**config.mk**
```make
export PLATFORM = sky130hd
export DESIGN_NAME = serie_paralelo_rx
export DESIGN_NICKNAME = d
export VERILOG_FILES = /design/src/rtl/rx_pkg.sv /design/src/rtl/comparador_coma.sv /design/src/rtl/serie_paralelo_rx.sv
export SDC_FILE = /design/constraint.sdc
export NUM_CORES = 1
export LEC_CHECK = 0
export CORE_UTILIZATION = 49
export DETAILED_ROUTE_END_ITERATION = 10
export PLACE_DENSITY = 0.71
export SYNTH_ARGS = -nofsm -noshare
export SYNTH_HDL_FRONTEND = slang
export SYNTH_SLANG_ARGS = --single-unit
```
**constraint.sdc**
```tcl
create_clock -name clk -period 1.4 [get_ports clk]
set_input_delay 0.14 -clock clk [delete_from_list [all_inputs] [get_ports clk]]
set_output_delay 0.14 -clock clk [all_outputs]
set_load 0.005 [all_outputs]
```
**src/rtl/rx_pkg.sv**
```systemverilog
// Shared receive-side definitions for the lane deserializer and the un-striping stage.
//   COMMA          : K28.5 alignment symbol
//   LOCK_COUNT_DEF : default number of consecutive aligned commas needed to lock
//   state_t        : deserializer FSM states
package rx_pkg;

    localparam logic [7:0]  COMMA          = 8'hBC;
    localparam int unsigned LOCK_COUNT_DEF = 4;

    typedef enum logic [1:0] {
        SEARCH = 2'd0,
        ALIGN  = 2'd1,
        ACTIVE = 2'd2
    } state_t;

endpackage

```
**src/rtl/comparador_coma.sv**
```systemverilog
// Combinational comma detector.
//   dato    in  8  candidate byte
//   es_coma out 1  high when dato equals the comma symbol
module comparador_coma
    import rx_pkg::*;
(
    input  logic [7:0] dato,
    output logic       es_coma
);

    assign es_coma = (dato == COMMA);

endmodule

```
**src/rtl/serie_paralelo_rx.sv**
```systemverilog
// Per-lane serial-to-parallel receiver with comma alignment.
// Slides a bit-level window over the stream looking for the comma, confirms
// LOCK_COUNT consecutive byte-aligned commas, then emits one byte every 8
// enabled cycles.
//   clk     in  1  bit clock, rising edge
//   reset   in  1  synchronous active-high reset (priority over enb)
//   enb     in  1  enable; 0 freezes all state and suppresses valid
//   entrada in  1  serial bit, MSB of each byte first
//   salida  out 8  recovered byte
//   valid   out 1  one-cycle strobe, salida updated this cycle
//   activo  out 1  high while locked
module serie_paralelo_rx
    import rx_pkg::*;
#(
    parameter int unsigned LOCK_COUNT = LOCK_COUNT_DEF
) (
    input  logic       clk,
    input  logic       reset,
    input  logic       enb,
    input  logic       entrada,
    output logic [7:0] salida,
    output logic       valid,
    output logic       activo
);

    // Value bc holds when the next aligned comma completes the lock.
    localparam logic [3:0] LOCK_LAST = 4'(LOCK_COUNT - 1);

    state_t     state_q, state_d;
    logic [7:0] sr_q, sr_d;
    logic [2:0] cnt_q, cnt_d;
    logic [3:0] bc_q, bc_d;
    logic [7:0] salida_q, salida_d;
    logic       valid_q, valid_d;
    logic       activo_q, activo_d;

    logic [7:0] nsr;
    logic       es_coma;
    logic       fin_byte;

    assign nsr      = {sr_q[6:0], entrada};
    assign fin_byte = (cnt_q == 3'd7);

    comparador_coma u_comparador_coma (
        .dato    (nsr),
        .es_coma (es_coma)
    );

    // State register and datapath registers.
    always_ff @(posedge clk) begin
        if (reset) begin
            state_q  <= SEARCH;
            sr_q     <= 8'h00;
            cnt_q    <= 3'd0;
            bc_q     <= 4'd0;
            salida_q <= 8'h00;
            valid_q  <= 1'b0;
            activo_q <= 1'b0;
        end else begin
            state_q  <= state_d;
            sr_q     <= sr_d;
            cnt_q    <= cnt_d;
            bc_q     <= bc_d;
            salida_q <= salida_d;
            valid_q  <= valid_d;
            activo_q <= activo_d;
        end
    end

    // Next-state logic.
    always_comb begin
        state_d = state_q;
        if (enb) begin
            unique case (state_q)
                SEARCH: begin
                    if (es_coma) begin
                        state_d = (LOCK_LAST == 4'd0) ? ACTIVE : ALIGN;
                    end
                end
                ALIGN: begin
                    if (fin_byte) begin
                        if (!es_coma) begin
                            state_d = SEARCH;
                        end else if (bc_q == LOCK_LAST) begin
                            state_d = ACTIVE;
                        end
                    end
                end
                ACTIVE:  state_d = ACTIVE;
                default: state_d = SEARCH;
            endcase
        end
    end

    // Counters and output next values.
    always_comb begin
        sr_d     = sr_q;
        cnt_d    = cnt_q;
        bc_d     = bc_q;
        salida_d = salida_q;
        valid_d  = 1'b0;
        if (enb) begin
            sr_d = nsr;
            unique case (state_q)
                SEARCH: begin
                    // A hit here is the first comma; byte phase starts now.
                    cnt_d = 3'd0;
                    if (es_coma) begin
                        bc_d = (LOCK_LAST == 4'd0) ? 4'd0 : 4'd1;
                    end
                end
                ALIGN: begin
                    cnt_d = cnt_q + 3'd1;
                    if (fin_byte) begin
                        if (!es_coma || bc_q == LOCK_LAST) begin
                            bc_d = 4'd0;
                        end else begin
                            bc_d = bc_q + 4'd1;
                        end
                    end
                end
                ACTIVE: begin
                    cnt_d = cnt_q + 3'd1;
                    if (fin_byte) begin
                        salida_d = nsr;
                        valid_d  = 1'b1;
                    end
                end
                default: begin
                    cnt_d = 3'd0;
                    bc_d  = 4'd0;
                end
            endcase
        end
    end

    assign activo_d = (state_d == ACTIVE);

    assign salida = salida_q;
    assign valid  = valid_q;
    assign activo = activo_q;

endmodule

```
### Word level (Yosys, flattened, before mapping)

Index checks and enable logic that the tools add are counted.

| word-level totals | value |
|---|---|
| register bits | 26 |
| input port bits | 4 |
| output and inout port bits | 10 |
| word-level logic and storage cells | 38 |

| cells by class | value |
|---|---|
| $add $sub $neg | 2 |
| equal/unequal tests | 8 |
| mux-type cells | 12 |
| bitwise operators | 2 |
| reduce and logical (&&, ||, !) cells | 7 |

Operators by type and width:

| operator | count |
|---|---|
| $mux 4 | 3 |
| $pmux 4 s3 | 1 |
| $mux 2 | 5 |
| $eq 8x8->1 const B | 1 |
| $pmux 2 s3 | 1 |
| $add 4x1->4 const B | 1 |
| $eq 2x2->1 const B | 2 |
| $eq 4x2->1 const B | 1 |
| $ne 2x2->1 const B | 2 |
| $reduce_and 4->1 | 1 |
| $add 3x1->3 const B | 1 |
| $eq 3x3->1 const B | 1 |
| $mux 3 | 1 |
| $reduce_and 3->1 | 1 |
| $reduce_or 3->1 | 1 |
| $eq 2x1->1 const B | 1 |
| $logic_not 2->1 | 1 |
| $not 1->1 | 2 |
| $reduce_or 2->1 | 1 |
| $logic_not 1->1 | 1 |
| $logic_or 1x1->1 | 1 |
| $mux 1 | 1 |

### Logic depth before layout (Yosys ltp)

| logic depth | value |
|---|---|
| depth in word-level cells | 7 |
| depth in mapped cells | 6 |
| gate-level depth less buffers | 6 |

### Hierarchy

Synthesis repeated with hierarchy kept, for this count alone.

| second synthesis, totals | value |
|---|---|
| cell total of the unflattened synthesis | 135 |
| area total of the unflattened synthesis | 1164.9 um2 |

By module, submodules not included:

| module | instances | cells each | area each (um2) |
|---|---|---|---|
| serie_paralelo_rx | 1 | 132 | 1139.8 |
| comparador_coma | 1 | 3 | 25.0 |

### Least setup slack after synthesis

OpenSTA, ideal clock, no wires.

| path | value |
|---|---|
| path type | register to register |
| start point | register state_q[0] |
| end point | register bc_q[3] |
| setup time | 57 ps |
| data arrival time | 1486 ps |
| data required time | 1343 ps |
| setup slack | -143 ps |
| stages on the path, launching flop included | 7 |
| clock period less this slack | 1543 ps |
| cells stage by stage | dfxtp_1 > inv_1 > ha_1 > nand2b_1 > or4_1 > a21oi_1 > a21o_1 |

| between the ends | value |
|---|---|
| word-level cells in the longest chain between the ends | 3 |
| elaborated cells on any way between the ends | 8 |
| those cells by class | eq/ne (4); mux (1); bitwise (1); reduce/logical (2) |

RTL lines:

| item | RTL line | RTL |
|---|---|---|
| start: declaration | serie_paralelo_rx.sv:29 | `state_t state_q, state_d;` |
| start signal: assignment | serie_paralelo_rx.sv:60 | `state_q <= state_d;` |
| $eq 2x1->1 (tied with other cells) | serie_paralelo_rx.sv:104 | `unique case (state_q)` |
| $ne 2x2->1 (no source line) or $not 1->1 (tied branches) | -- |  |
| $reduce_and 4->1 (no source line) | -- |  |
| end signal: assignment | serie_paralelo_rx.sv:55 | `bc_q <= 4'd0;` |
| end signal: assignment | serie_paralelo_rx.sv:63 | `bc_q <= bc_d;` |
| end: declaration | serie_paralelo_rx.sv:32 | `logic [3:0] bc_q, bc_d;` |

Several ways; a longest one is shown, not always the timed one.
A chain may end at the register's enable or synchronous reset.

### Final worst setup path

| path | value |
|---|---|
| start point | register cnt_q[1] |
| end point | register state_q[1] |

| between the ends | value |
|---|---|
| word-level cells in the longest chain between the ends | 4 |

RTL lines:

| item | RTL line | RTL |
|---|---|---|
| start: declaration | serie_paralelo_rx.sv:31 | `logic [2:0] cnt_q, cnt_d;` |
| start signal: assignment | serie_paralelo_rx.sv:62 | `cnt_q <= cnt_d;` |
| $eq 3x3->1 | serie_paralelo_rx.sv:42 | `assign fin_byte = (cnt_q == 3'd7);` |
| net fin_byte | serie_paralelo_rx.sv:39 | `logic fin_byte;` |
| $mux 2 | serie_paralelo_rx.sv:81 | `if (fin_byte) begin` |
| $pmux 2 s3 | serie_paralelo_rx.sv:74 | `unique case (state_q)` |
| $mux 2 | serie_paralelo_rx.sv:73 | `if (enb) begin` |

The timed path passes the listed nets, and every way through them passes these cells.

==> summary by stage <==
Status
The final reports fail on setup timing. The run finished, with violations left.

STA
Setup repair after global routing could not meet its margin everywhere. Hold timing on the final database bottoms out at a slack of 464.3 ps. The minimum clock period is 1566 ps.

The number of max-slew violations in the final report was 0. Of the available clock period, the critical path in the final layout requires 111.8%. Headroom to the max-slew limit came out at 81.29%. Across all setup checks in the final design, the least slack found is -165.7 ps. The timing-limited maximum frequency is 0.6387 GHz. The actual transition at the worst max-transition pin is 277.6 ps. Setup violations remaining at the end of the flow were counted as 6. The final hold violation count is 0. The setup skew after layout is 10.11 ps.

Layout
The repair_antennas step left the layout with diodes totalling 0. The share of cells above drive strength 1 is 39.23%. The number of nets in the layout is 193. Cells fill 79.49% of the core in the end. The area growth from synthesis to layout is 48.46%.

Drt
In the final routed layout, each cell accounts on average for 15.00 um. The count of nets left with antenna violations once routing finished came out at 0. The count of unresolved DRC violations after routing is 0. The iteration count of the initial detailed-routing pass is 6. The per-cell via count in the routed design is 5.531.

Wires add up to 3136 um. The detailed router finished its first iteration with 19 violations. The total via count after detailed routing is 1156.

Worst setup path
STA classifies the critical path startpoint as a flop. The critical path's most frequent cell is sky130_fd_sc_hd__ha_4. STA puts the critical path data required time at 1630 ps. Of all nets on the critical path, the largest fanout is 5.

The setup slack of the worst register-to-register path is -170 ps. STA puts the critical path data arrival time at 1790 ps. The worst register-to-register path has a depth of 6. The endpoint type of the worst setup path is a flop.

On the worst path, the slowest cell contributes a delay of 380 ps. The worst flop-to-flop path startpoint is cnt_q[1]$_SDFFE_PP0P_. The start-to-end type of the worst setup path is reg2reg. The cell with the largest stage delay on the worst path is sky130_fd_sc_hd__dfxtp_2. The signal on the critical path passes through ha_4, ha_4, nand4bb_1, a21oi_1, a211oi_2, nor3_1.

The worst register-to-register path ends at state_q[1]$_SDFF_PP0_.

Synth
The average instance area after synthesis is 8.582 um^2. The leading area contributor after synthesis is sky130_fd_sc_hd__dfxtp_1. Sequential elements use 42.71% of the synthesized area.

By area the synthesized netlist is led by sky130_fd_sc_hd__dfxtp_1, sky130_fd_sc_hd__a21oi_1, sky130_fd_sc_hd__ha_1. The top cell type by area accounts for 42.71% of the synthesized area. Counting every net in the synthesized netlist gives 153. The flip-flop and latch count after synthesis is 26. Counting every instance in the synthesized netlist gives 142.

The netlist uses 32 different library cells. The dominant synthesized flop cell is sky130_fd_sc_hd__dfxtp_1. For this run, the number of Yosys warnings is 0. The synthesized design contains 0 enable-type register cells. Of all flip-flops after synthesis, the portion carrying an async set or reset was 0%.

The synthesized netlist occupies a cell area of 1219 um^2.

Die
The overall die width is 51.87 um. The die covers 2691 um^2. The die extent in y is 51.87 um. The number of cell rows is 17.

Once the floorplan was initialized, standard cells occupied 53.55% of the core. The top-level port count is 14. The total area inside the core boundary comes to 2276 um^2.

Pwr
For this design the ratio of total power to cell area is 797.6 nW/um^2. The analysis attributes to cell leakage a power of 0.6837 nW. The maximum ir drop on the vdd rail is 704.5 uV. The power consumption is 1.443 mW.

Placement
The HPWL after detailed placement is 1943 um. The congestion estimate from routability-driven global placement came to 0.8484. The number of port buffers is 13.

GRT
The first global-routing pass estimated 4968 um of wire. The routing usage on met2 is 42.52%. In the global route stage, met1 resource usage came out at 31.12%. Summed over all layers, the global routing overflow is 0.

The initial antenna violation count is 0. The largest net degree at the start of global routing is 26. The via count of the first global-routing pass was 1120. Global routing consumed, over all layers together, 24.54% of the routing resources. The global-route met3 utilization is 3.801%. The most utilized layer in the global route result is met2.

Hold path
The worst hold path belongs to the class reg2reg. Counting instances, the worst hold path has a depth of 2. The startpoint of the lowest-slack hold path is salida[1]$_SDFFE_PP0P_. The capture endpoint of the worst hold path is salida[1]$_SDFFE_PP0P_.

Clock network
For this design, the sink count on the clock tree is 26. For this design, the CTS-stage hold fixing added 0 buffers. In this run, CTS created clock tree buffers numbering 3. The clock tree from TritonCTS is built. Counting along the longest clock path gives a buffer depth of 2. The cell sitting at the root of the clock tree is a sky130_fd_sc_hd__clkbuf_4. The later pin in the worst-skew pair is clocked with a latency of 330 ps.

The number of H-tree levels is 1. After clock tree synthesis, the clock-pin slew on the worst setup and hold paths is 150 ps.

Job
The tool flagged a number of max-cap violations equal to 0.
==> critical path, delay by kind of cell, from the launching register on <==
family | cells | cell delay (ps)
and+or+nand+nor | 2 | 450
AOI/OAI and AO/OA | 2 | 320
adders and majority gates | 2 | 320
DFF | 1 | 380
==> repair_timing <==
item	in CTS	in global routing
setup endpoints to repair	6	9
hold endpoints to repair	0	0
pin swaps	6	6
resized for setup	5	31
buffers inserted	2	5
==> power by group <==
group | switching, mW | total (mW) | internal, mW
clock | 0.237 | 0.526 | 0.290
sequential | 0.00908 | 0.759 | 0.750
combinational | 0.0765 | 0.158 | 0.0815
total | 0.322 | 1.44 | 1.12
==> worst max-delay path by stage <==
stage	start	end	slack (ps)	depth (start not counted)
6_report	cnt_q[1]$_SDFFE_PP0P_	state_q[1]$_SDFF_PP0_	-170	6
5_1_grt	cnt_q[1]$_SDFFE_PP0P_	state_q[1]$_SDFF_PP0_	-280	6
4_1_cts	state_q[0]$_SDFF_PP0_	bc_q[3]$_SDFFE_PP0P_	-80	6
3_5_place_dp	entrada	bc_q[1]$_SDFFE_PP0P_	-290	5
3_3_place_gp	entrada	bc_q[1]$_SDFFE_PP0P_	-240	5
2_1_floorplan	state_q[1]$_SDFF_PP0_	bc_q[1]$_SDFFE_PP0P_	-30	6
==> metrics by stage <==
step | TNS (ps) | area [um^2] | cells | setup slack [ps]
2_1_floorplan | -95.34 | 1252 | 142 | -34.86
3_3_place_gp | -1936 | 1548 | 198 | -242.2
3_5_place_dp | -2394 | 1548 | 198 | -294.0
4_1_cts | -387.5 | 1660 | 204 | -82.34
5_1_grt | -1092 | 1809 | 209 | -281.5
6_report | -528.2 | 1809 | 209 | -165.7
==> layout make-up <==
class	instances	area [um^2]
clock inverters	1	30.03
flip-flops and latches	26	539.3
well taps	28	35.03
repair buffers	41	351.6
fillers	140	466.7
inverters	6	25.02
clock buffers	3	22.52
multi-input cells	104	805.8
==> layer usage <==
layer	part of all wire [%]	vias up
met4	0.77	0
met2	50	14
met5	0	-
met3	2.0	4
met1	47	564
li1	-	574
==> cells in the mapped netlist (2+ instances only) <==
library cell	count
sky130_fd_sc_hd__a21o_1	2
sky130_fd_sc_hd__a21oi_1	18
sky130_fd_sc_hd__clkbuf_1	4
sky130_fd_sc_hd__dfxtp_1	26
sky130_fd_sc_hd__ha_1	7
sky130_fd_sc_hd__inv_1	6
sky130_fd_sc_hd__mux2i_1	7
sky130_fd_sc_hd__nand2_1	23
sky130_fd_sc_hd__nand2b_1	4
sky130_fd_sc_hd__nand3_1	4
sky130_fd_sc_hd__nand4b_1	2
sky130_fd_sc_hd__nand4bb_1	2
sky130_fd_sc_hd__nor2_1	10
sky130_fd_sc_hd__nor2b_1	3
sky130_fd_sc_hd__nor3_1	3
sky130_fd_sc_hd__nor4_1	2
sky130_fd_sc_hd__o21ai_0	4
==> cell usage in the layout, fill, tap and decap left out, types with 2 or more instances in the layout <==
| cell | n |
|---|---|
| sky130_fd_sc_hd__nor4_1 | 2 |
| sky130_fd_sc_hd__inv_1 | 4 |
| sky130_fd_sc_hd__nor3_1 | 3 |
| sky130_fd_sc_hd__buf_6 | 3 |
| sky130_fd_sc_hd__nor2_1 | 9 |
| sky130_fd_sc_hd__nand2b_1 | 3 |
| sky130_fd_sc_hd__clkbuf_4 | 3 |
| sky130_fd_sc_hd__nand2_1 | 23 |
| sky130_fd_sc_hd__o21ai_0 | 4 |
| sky130_fd_sc_hd__buf_4 | 25 |
| sky130_fd_sc_hd__ha_4 | 4 |
| sky130_fd_sc_hd__clkdlybuf4s50_1 | 13 |
| sky130_fd_sc_hd__ha_2 | 2 |
| sky130_fd_sc_hd__nor2_4 | 2 |
| sky130_fd_sc_hd__a21oi_1 | 15 |
| sky130_fd_sc_hd__nand4b_1 | 2 |
| sky130_fd_sc_hd__mux2i_1 | 7 |
| sky130_fd_sc_hd__dfxtp_2 | 12 |
| sky130_fd_sc_hd__nand3_1 | 4 |
| sky130_fd_sc_hd__a21oi_2 | 3 |
| sky130_fd_sc_hd__or4_4 | 2 |
| sky130_fd_sc_hd__a21o_1 | 2 |
| sky130_fd_sc_hd__dfxtp_1 | 13 |
==> logic make-up (layout without fill, tap and decap cells) <==
group | after synthesis | after routing | share of synthesized area, %
AOI/OAI and AO/OA | 29 | 29 | 13.55
DFF | 26 | 26 | 42.71
adders and majority gates | 7 | 7 | 7.187
and+or+nand+nor | 61 | 61 | 26.69
muxes | 7 | 7 | 5.750
buffers and inverters | 12 | 51 | 4.106
==> registers in the layout (all words and copies together) (netlist names) <==
name     cells
cnt_q        3
state_q      2
sr_q         7
salida       8
activo       1
bc_q         4
valid        1
(Power assumes the default switching activity.)
